===== src/rtl/uart_tx_frame_if.sv =====
// uart_tx_frame_if
//   Byte handshake between a byte source and uart_tx_frame.
//   i_data  : byte to transmit (source -> transmitter)
//   i_valid : i_data is valid (source -> transmitter)
//   o_ready : transmitter can take a byte this cycle (transmitter -> source)
//   A byte moves on a rising edge where i_valid & o_ready.
interface uart_tx_frame_if;
    logic [7:0] i_data;
    logic       i_valid;
    logic       o_ready;

    modport master (output i_data, output i_valid, input o_ready);
    modport slave  (input i_data, input i_valid, output o_ready);
endinterface


===== src/rtl/uart_tx_frame.sv =====
// uart_tx_frame
//   Parallel-to-serial UART transmitter, one bit per i_clk cycle.
//   Frame: start(0), d0..d7 LSB first, odd parity (~^data), stop(1).
//   Ports:
//     i_clk  : clock, rising edge
//     i_rst  : synchronous active-high reset (truncates any frame in flight)
//     bus    : slave side of uart_tx_frame_if (i_data/i_valid/o_ready)
//     tx     : registered serial line, idle high
//     o_busy : frame in flight (or, with the FIFO, a byte buffered)
//   Build option:
//     UART_TX_FIFO_EN defined   -> 4-entry input FIFO, back-to-back 11-cycle
//                                  frames, 1 cycle of entry latency.
//     UART_TX_FIFO_EN undefined -> no buffer; the accepting edge starts the
//                                  frame, 12-cycle minimum frame period.
module uart_tx_frame (
    input  logic           i_clk,
    input  logic           i_rst,
    uart_tx_frame_if.slave bus,
    output logic           tx,
    output logic           o_busy
);

    typedef enum logic [2:0] {
        S_IDLE,
        S_START,
        S_DATA,
        S_PARITY,
        S_STOP
    } state_t;

    state_t     state, state_nx;
    logic [2:0] bit_cnt, bit_cnt_nx;
    logic [7:0] shreg, shreg_nx;
    logic       par, par_nx;
    logic       tx_nx;

    // load: the FSM takes a new byte on this edge (IDLE->START or STOP->START)
    logic       load;
    logic       avail;
    logic [7:0] load_byte;

`ifdef UART_TX_FIFO_EN
    logic [7:0] mem [4];
    logic [1:0] wptr, rptr;
    logic [2:0] cnt;
    logic       full, empty, push, pop;

    assign full        = (cnt == 3'd4);
    assign empty       = (cnt == 3'd0);
    // Readiness depends only on the registered count: a pop on the same
    // edge never frees a slot for a push on that edge.
    assign bus.o_ready = !full & !i_rst;
    assign push        = bus.i_valid & bus.o_ready;
    assign pop         = load;
    assign avail       = !empty;
    assign load_byte   = mem[rptr];
    assign o_busy      = (state != S_IDLE) | !empty;

    always_ff @(posedge i_clk) begin
        if (i_rst) begin
            wptr <= 2'd0;
            rptr <= 2'd0;
            cnt  <= 3'd0;
        end else begin
            if (push) wptr <= wptr + 2'd1;
            if (pop)  rptr <= rptr + 2'd1;
            cnt <= cnt + {2'b00, push} - {2'b00, pop};
        end
    end

    always_ff @(posedge i_clk) begin
        if (push) mem[wptr] <= bus.i_data;
    end
`else
    // Only IDLE accepts, so a byte is taken on the same edge that enters
    // START; avail can never be true in STOP, which forces the IDLE gap.
    assign bus.o_ready = (state == S_IDLE) & !i_rst;
    assign avail       = bus.i_valid & bus.o_ready;
    assign load_byte   = bus.i_data;
    assign o_busy      = (state != S_IDLE);
`endif

    // tx is registered: each branch sets the line value for the state being
    // entered, so the line changes only on rising edges.
    always_comb begin
        state_nx   = state;
        bit_cnt_nx = bit_cnt;
        shreg_nx   = shreg;
        par_nx     = par;
        tx_nx      = tx;
        load       = 1'b0;
        case (state)
            S_IDLE: begin
                tx_nx = 1'b1;
                if (avail) begin
                    load     = 1'b1;
                    state_nx = S_START;
                    tx_nx    = 1'b0;
                end
            end
            S_START: begin
                state_nx   = S_DATA;
                tx_nx      = shreg[0];
                shreg_nx   = {1'b0, shreg[7:1]};
                bit_cnt_nx = 3'd0;
            end
            S_DATA: begin
                if (bit_cnt == 3'd7) begin
                    state_nx = S_PARITY;
                    tx_nx    = par;
                end else begin
                    tx_nx      = shreg[0];
                    shreg_nx   = {1'b0, shreg[7:1]};
                    bit_cnt_nx = bit_cnt + 3'd1;
                end
            end
            S_PARITY: begin
                state_nx = S_STOP;
                tx_nx    = 1'b1;
            end
            S_STOP: begin
                if (avail) begin
                    load     = 1'b1;
                    state_nx = S_START;
                    tx_nx    = 1'b0;
                end else begin
                    state_nx = S_IDLE;
                    tx_nx    = 1'b1;
                end
            end
            default: begin
                state_nx = S_IDLE;
                tx_nx    = 1'b1;
            end
        endcase
        // Parity is fixed at pop time and held for the rest of the frame.
        if (load) begin
            shreg_nx = load_byte;
            par_nx   = ~^load_byte;
        end
    end

    always_ff @(posedge i_clk) begin
        if (i_rst) begin
            state   <= S_IDLE;
            bit_cnt <= 3'd0;
            shreg   <= 8'd0;
            par     <= 1'b0;
            tx      <= 1'b1;
        end else begin
            state   <= state_nx;
            bit_cnt <= bit_cnt_nx;
            shreg   <= shreg_nx;
            par     <= par_nx;
            tx      <= tx_nx;
        end
    end

endmodule


===== src/flat_wrapper.sv =====
// flat-port wrapper written by rule: the top's interface ports become plain ports
module uart_tx_frame_flat 
  (i_clk, i_rst, tx, o_busy, bus_i_data, bus_i_valid, bus_o_ready);
  uart_tx_frame_if bus_i ();
  input  logic i_clk;
  input  logic i_rst;
  output logic tx;
  output logic o_busy;
  input wire logic [$bits(bus_i.i_data)-1:0] bus_i_data;
  input wire logic [$bits(bus_i.i_valid)-1:0] bus_i_valid;
  output wire logic [$bits(bus_i.o_ready)-1:0] bus_o_ready;
  assign bus_i.i_data = bus_i_data;
  assign bus_i.i_valid = bus_i_valid;
  assign bus_o_ready = bus_i.o_ready;
  uart_tx_frame u_core (.i_clk(i_clk), .i_rst(i_rst), .bus(bus_i), .tx(tx), .o_busy(o_busy));
endmodule

===== config.mk =====
export PLATFORM = sky130hd
export DESIGN_NAME = uart_tx_frame_flat
export DESIGN_NICKNAME = d
export VERILOG_FILES = /design/src/rtl/uart_tx_frame_if.sv /design/src/rtl/uart_tx_frame.sv /design/src/flat_wrapper.sv
export SDC_FILE = /design/constraint.sdc
export NUM_CORES = 1
export LEC_CHECK = 0
export ABC_CLOCK_PERIOD_IN_PS = 1800
export CORE_ASPECT_RATIO = 1.1
export CORE_MARGIN = 3
export CORE_UTILIZATION = 38
export CTS_CLUSTER_DIAMETER = 60
export CTS_CLUSTER_SIZE = 14
export DETAILED_ROUTE_END_ITERATION = 8
export DONT_BUFFER_PORTS = 1
export GPL_TIMING_DRIVEN = 1
export SLEW_MARGIN = 20
export SYNTH_ARGS = -nofsm -noshare
export SYNTH_HDL_FRONTEND = slang
export SYNTH_SLANG_ARGS = --single-unit

===== constraint.sdc =====
create_clock -name i_clk -period 1.8 [get_ports i_clk]
set_clock_uncertainty 0.05 [all_clocks]
set_input_delay 0.27 -clock i_clk [delete_from_list [all_inputs] [get_ports i_clk]]
set_output_delay 0.27 -clock i_clk [all_outputs]
set_load 0.05 [all_outputs]

==> metrics.md <==
| Metric | Value |
|---|---|
| Run status | finished, violations left |
| Failing checks | negative hold slack |
| 1st-pass router iterations | 2 |
| Tcrit/Tclk final | between 90% and 100% |
| Worst r2r src | u_core.bit_cnt[1] |
| Detailed-route DRC error count | 0 |
| Final setup margin | between 2 and 2.5 ps |
| Synth Area in Compound Gates | between 10% and 20% |
| Clock slew at reported path FFs | approximately 90 ps |
| Minimum clock period | between 1500 and 2000 ps |
| Area of the die | 2717 sq um |
| # IOs | 14 |
| Crit. End Element | flop |
| Final setup vio count | 0 |
| All-Layer GR Usage | roughly 13% |
| # rows | 16 |
| Die height | 54.37 um |
| Synth Area in Simple Gates | roughly 25% |
| Crit-path max FO | 8 |
| Initial Util | 42.50% |
| Adder-cell area share of the yosys netlist | roughly 3.1% |
| Area of the multi-input gates | 484.2 sq um |
| Hold Path Depth | 1 |
| Largest net degree at the start of global routing | 19 |
| Synthesized area | 808.3 sq um |
| GP Congestion | slightly above 0.7 |
| Peak supply drop | 0.0005302 V |
| Yosys cell types | 29 |
| Layout cell share with drive strength beyond 1 | 22.58% |
| Yosys warning count | 0 |
| Post-Synthesis Cells | slightly below 90 |
| WL final | approximately 1600 um |
| Mux contribution to synthesized area | under 10% |
| Vias in the first global route | about 570 |
| Post-synth top area share | around 40% |
| Hold/Removal Path Class | primary input to flop |
| Clock Tree Root | clkbuf_4 |
| Clock Tree Buf Depth | 2 |
| Wire per inst | approximately 13 um |
| Max Cap Viol | 0 |
| Clk_lat worst skew | approximately 280 ps |
| Worst Hold Slack | -9.817 ps |
| Synth Register Bits | 16 |
| Net count after synthesis | 100 |
| Slew headroom | 68.51% |
| R2R setup slack | 2 ps |
| P&R area growth vs syn | 16.10% |
| First-pass GRT wire length | around 2600 um |
| Leakage | 0.3344 nW |
| Main combinational cell family by area after synthesis | simple AND/OR/NAND/NOR gates |
| FILL cells | 185 |
| Max Freq | between 500 and 600 MHz |
| Worst Min Path Start | i_rst |
| Final #Nets | roughly 110 |
| CP Class | flop to flop |
| Slew @ Worst Pin | 471.7 ps |
| DRT iter0 DRCs | 10 |
| Largest cells by area after synthesis | dfxtp_1 40%, a311oi_1 7.6%, nand2_1 6.5%, xnor2_1 6.5%, nor2_1 5.6% |
| Vias per std cell | ~5.2 |
| Commonest non-fill, non-tap cell in the layout | dfxtp_1 |
| Worst r2r path cells | 6 |
| Core Footprint | roughly 1900 sq um |
| Port bufs | 0 |
| Dpl hpwl | between 1000 and 1500 um |
| CP Launch Type | flop |
| Pre-CTS setup slack | -9.703 ps |
| Biggest area consumer among synthesized cells | dfxtp_1 |
| # diodes | 0 |
| Slew Viols, Final | 0 |
| Grt total ovfl | 0 |
| TritonCTS clock tree | built |
| Initial antenna violation count | 0 |
| Commonest cells after routing, fill and taps aside | 14 x dfxtp_1, 13 x nand2_1, 12 x nor2_1 |
| Register area share after synthesis | 39.63% |
| CP Data Required Time | 1940 ps |
| Register Area | between 300 and 400 sq um |
| Min-Delay Endpoint | u_core.bit_cnt[0] |
| # clock sinks | 16 |
| Final Hold Viols | 10 |
| Max H-tree Level | 1 |
| Post-route ant nets | 0 |
| Post-Synth XOR/XNOR Area | roughly 7.6% |
| Setup TNS | 0 ps |
| Arrival time of the worst setup path | between 1500 and 2000 ps |
| RSZ-0062 raised after global routing | true |
| Vias | approximately 630 |
| Pwr per Cell Area | 803.3 nW/um^2 |
| Num CTS Buffers | 3 |
| R2R Path End | u_core.shreg[5] |
| Die X | about 50 um |
| Avg Cell Area, Syn | a little over 9 sq um |
per-stage QoR:
| stage | area (sq um) | std cells | total power, W | utilization, % | hold WS [ps] |
|---|---|---|---|---|---|
| after global placement | 837.1 | 113 | 0.0005621 | 44.01 | 295.2 |
| after detailed placement | 837.1 | 113 | 0.0005628 | 44.01 | 296.6 |
| after floorplan | 814.5 | 87 | 0.0005507 | - | 371.9 |
| final | 938.4 | 120 | 0.0007539 | 49.34 | -9.817 |
| after global routing | 938.4 | 120 | 0.0007940 | 49.34 | -27.40 |
| after CTS | 878.3 | 118 | 0.0007500 | 46.18 | -9.692 |
area by class of cell:
cell class,instances,area share (%)
Clock buffer,3,2.400
Tap cell,27,3.600
Timing Repair Buffer,9,8.000
Sequential cell,16,34.40
Multi-Input combinational cell,65,51.60
flip-flops by register name, summed over array words and instances, names as in the netlist:
register and count:
u_core.tx 1, u_core.shreg 8, u_core.par 1, u_core.bit_cnt 3, u_core.state 3
synth_stat cells:
cell type and instances:
buf_6 2, nor4bb_1 1, xnor2_1 6, nand3b_1 1
nor4_1 1, a21o_1 2, ha_1 2, a21oi_1 1
or3_1 1, nand2_1 14, a21oi_4 1, or3b_4 1
nand2_2 1, a22oi_1 2, o21ai_0 1, buf_4 2
dfxtp_1 16, nand2b_1 1, xor2_1 1, nor4b_1 1
a41o_1 1, mux2i_1 2, nand3_1 2, or2b_1 1
nor2_1 12, clkbuf_1 2, nor4_4 1, a221o_1 1
a311oi_1 7
power by group:
| part | internal (W) | switching, W | leakage [nW] |
|---|---|---|---|
| logic | 0.0000767 | 0.0000836 | 0.189 |
| clock network | 0.0000777 | 0.000106 | 0.0138 |
| registers | 0.000382 | 0.0000282 | 0.132 |
timing repair:
item,CTS,global route
hold buffers,1,2
gates resized for setup,1,8
pin swaps,1,13
hold endpoints to repair,12,13
setup endpoints to repair,7,10
gates cloned,0,0
setup buffers,1,0
layer usage:
metal / track usage (%) / routed length (um) / share of wire, % / up-vias
met5: 0 / 0 / 0 / -
met4: 2.765 / 10 / 0.64 / 0
met3: 6.267 / 111 / 7.1 / 2
met2: 20.48 / 749 / 48 / 11
met1: 15.50 / 703 / 45 / 295
li1: - / - / - / 321
how the worst max path moves through the flow:
stage / from / end / cells after the start
2_1_floorplan: u_core.state[1] / u_core.shreg[0] / 5
3_3_place_gp: u_core.bit_cnt[0] / u_core.bit_cnt[1] / 6
3_5_place_dp: u_core.bit_cnt[0] / u_core.bit_cnt[2] / 6
4_1_cts: u_core.bit_cnt[0] / u_core.shreg[3] / 6
5_1_grt: u_core.bit_cnt[1] / u_core.shreg[0] / 6
6_report: u_core.bit_cnt[1] / u_core.shreg[5] / 6
critical path, cell delays in order (launching register included):
cell	delay (ps)
dfxtp_2	350
ha_4	160
ha_4	150
or3b_4	410
a21oi_4	260
nand2_1	80
a311oi_1	260
kinds of logic (layout without fill, tap and decap cells):
kind of cell	count (synthesis)	count (layout)
buffers and inverters	6	12
adder cells (fa/ha/maj)	2	2
AO/OA/AOI/OAI	16	16
multiplexers	2	2
XOR/XNOR	7	7
AND/OR/NAND/NOR	38	38
flip-flops	16	16
(Power assumes the default switching activity.)
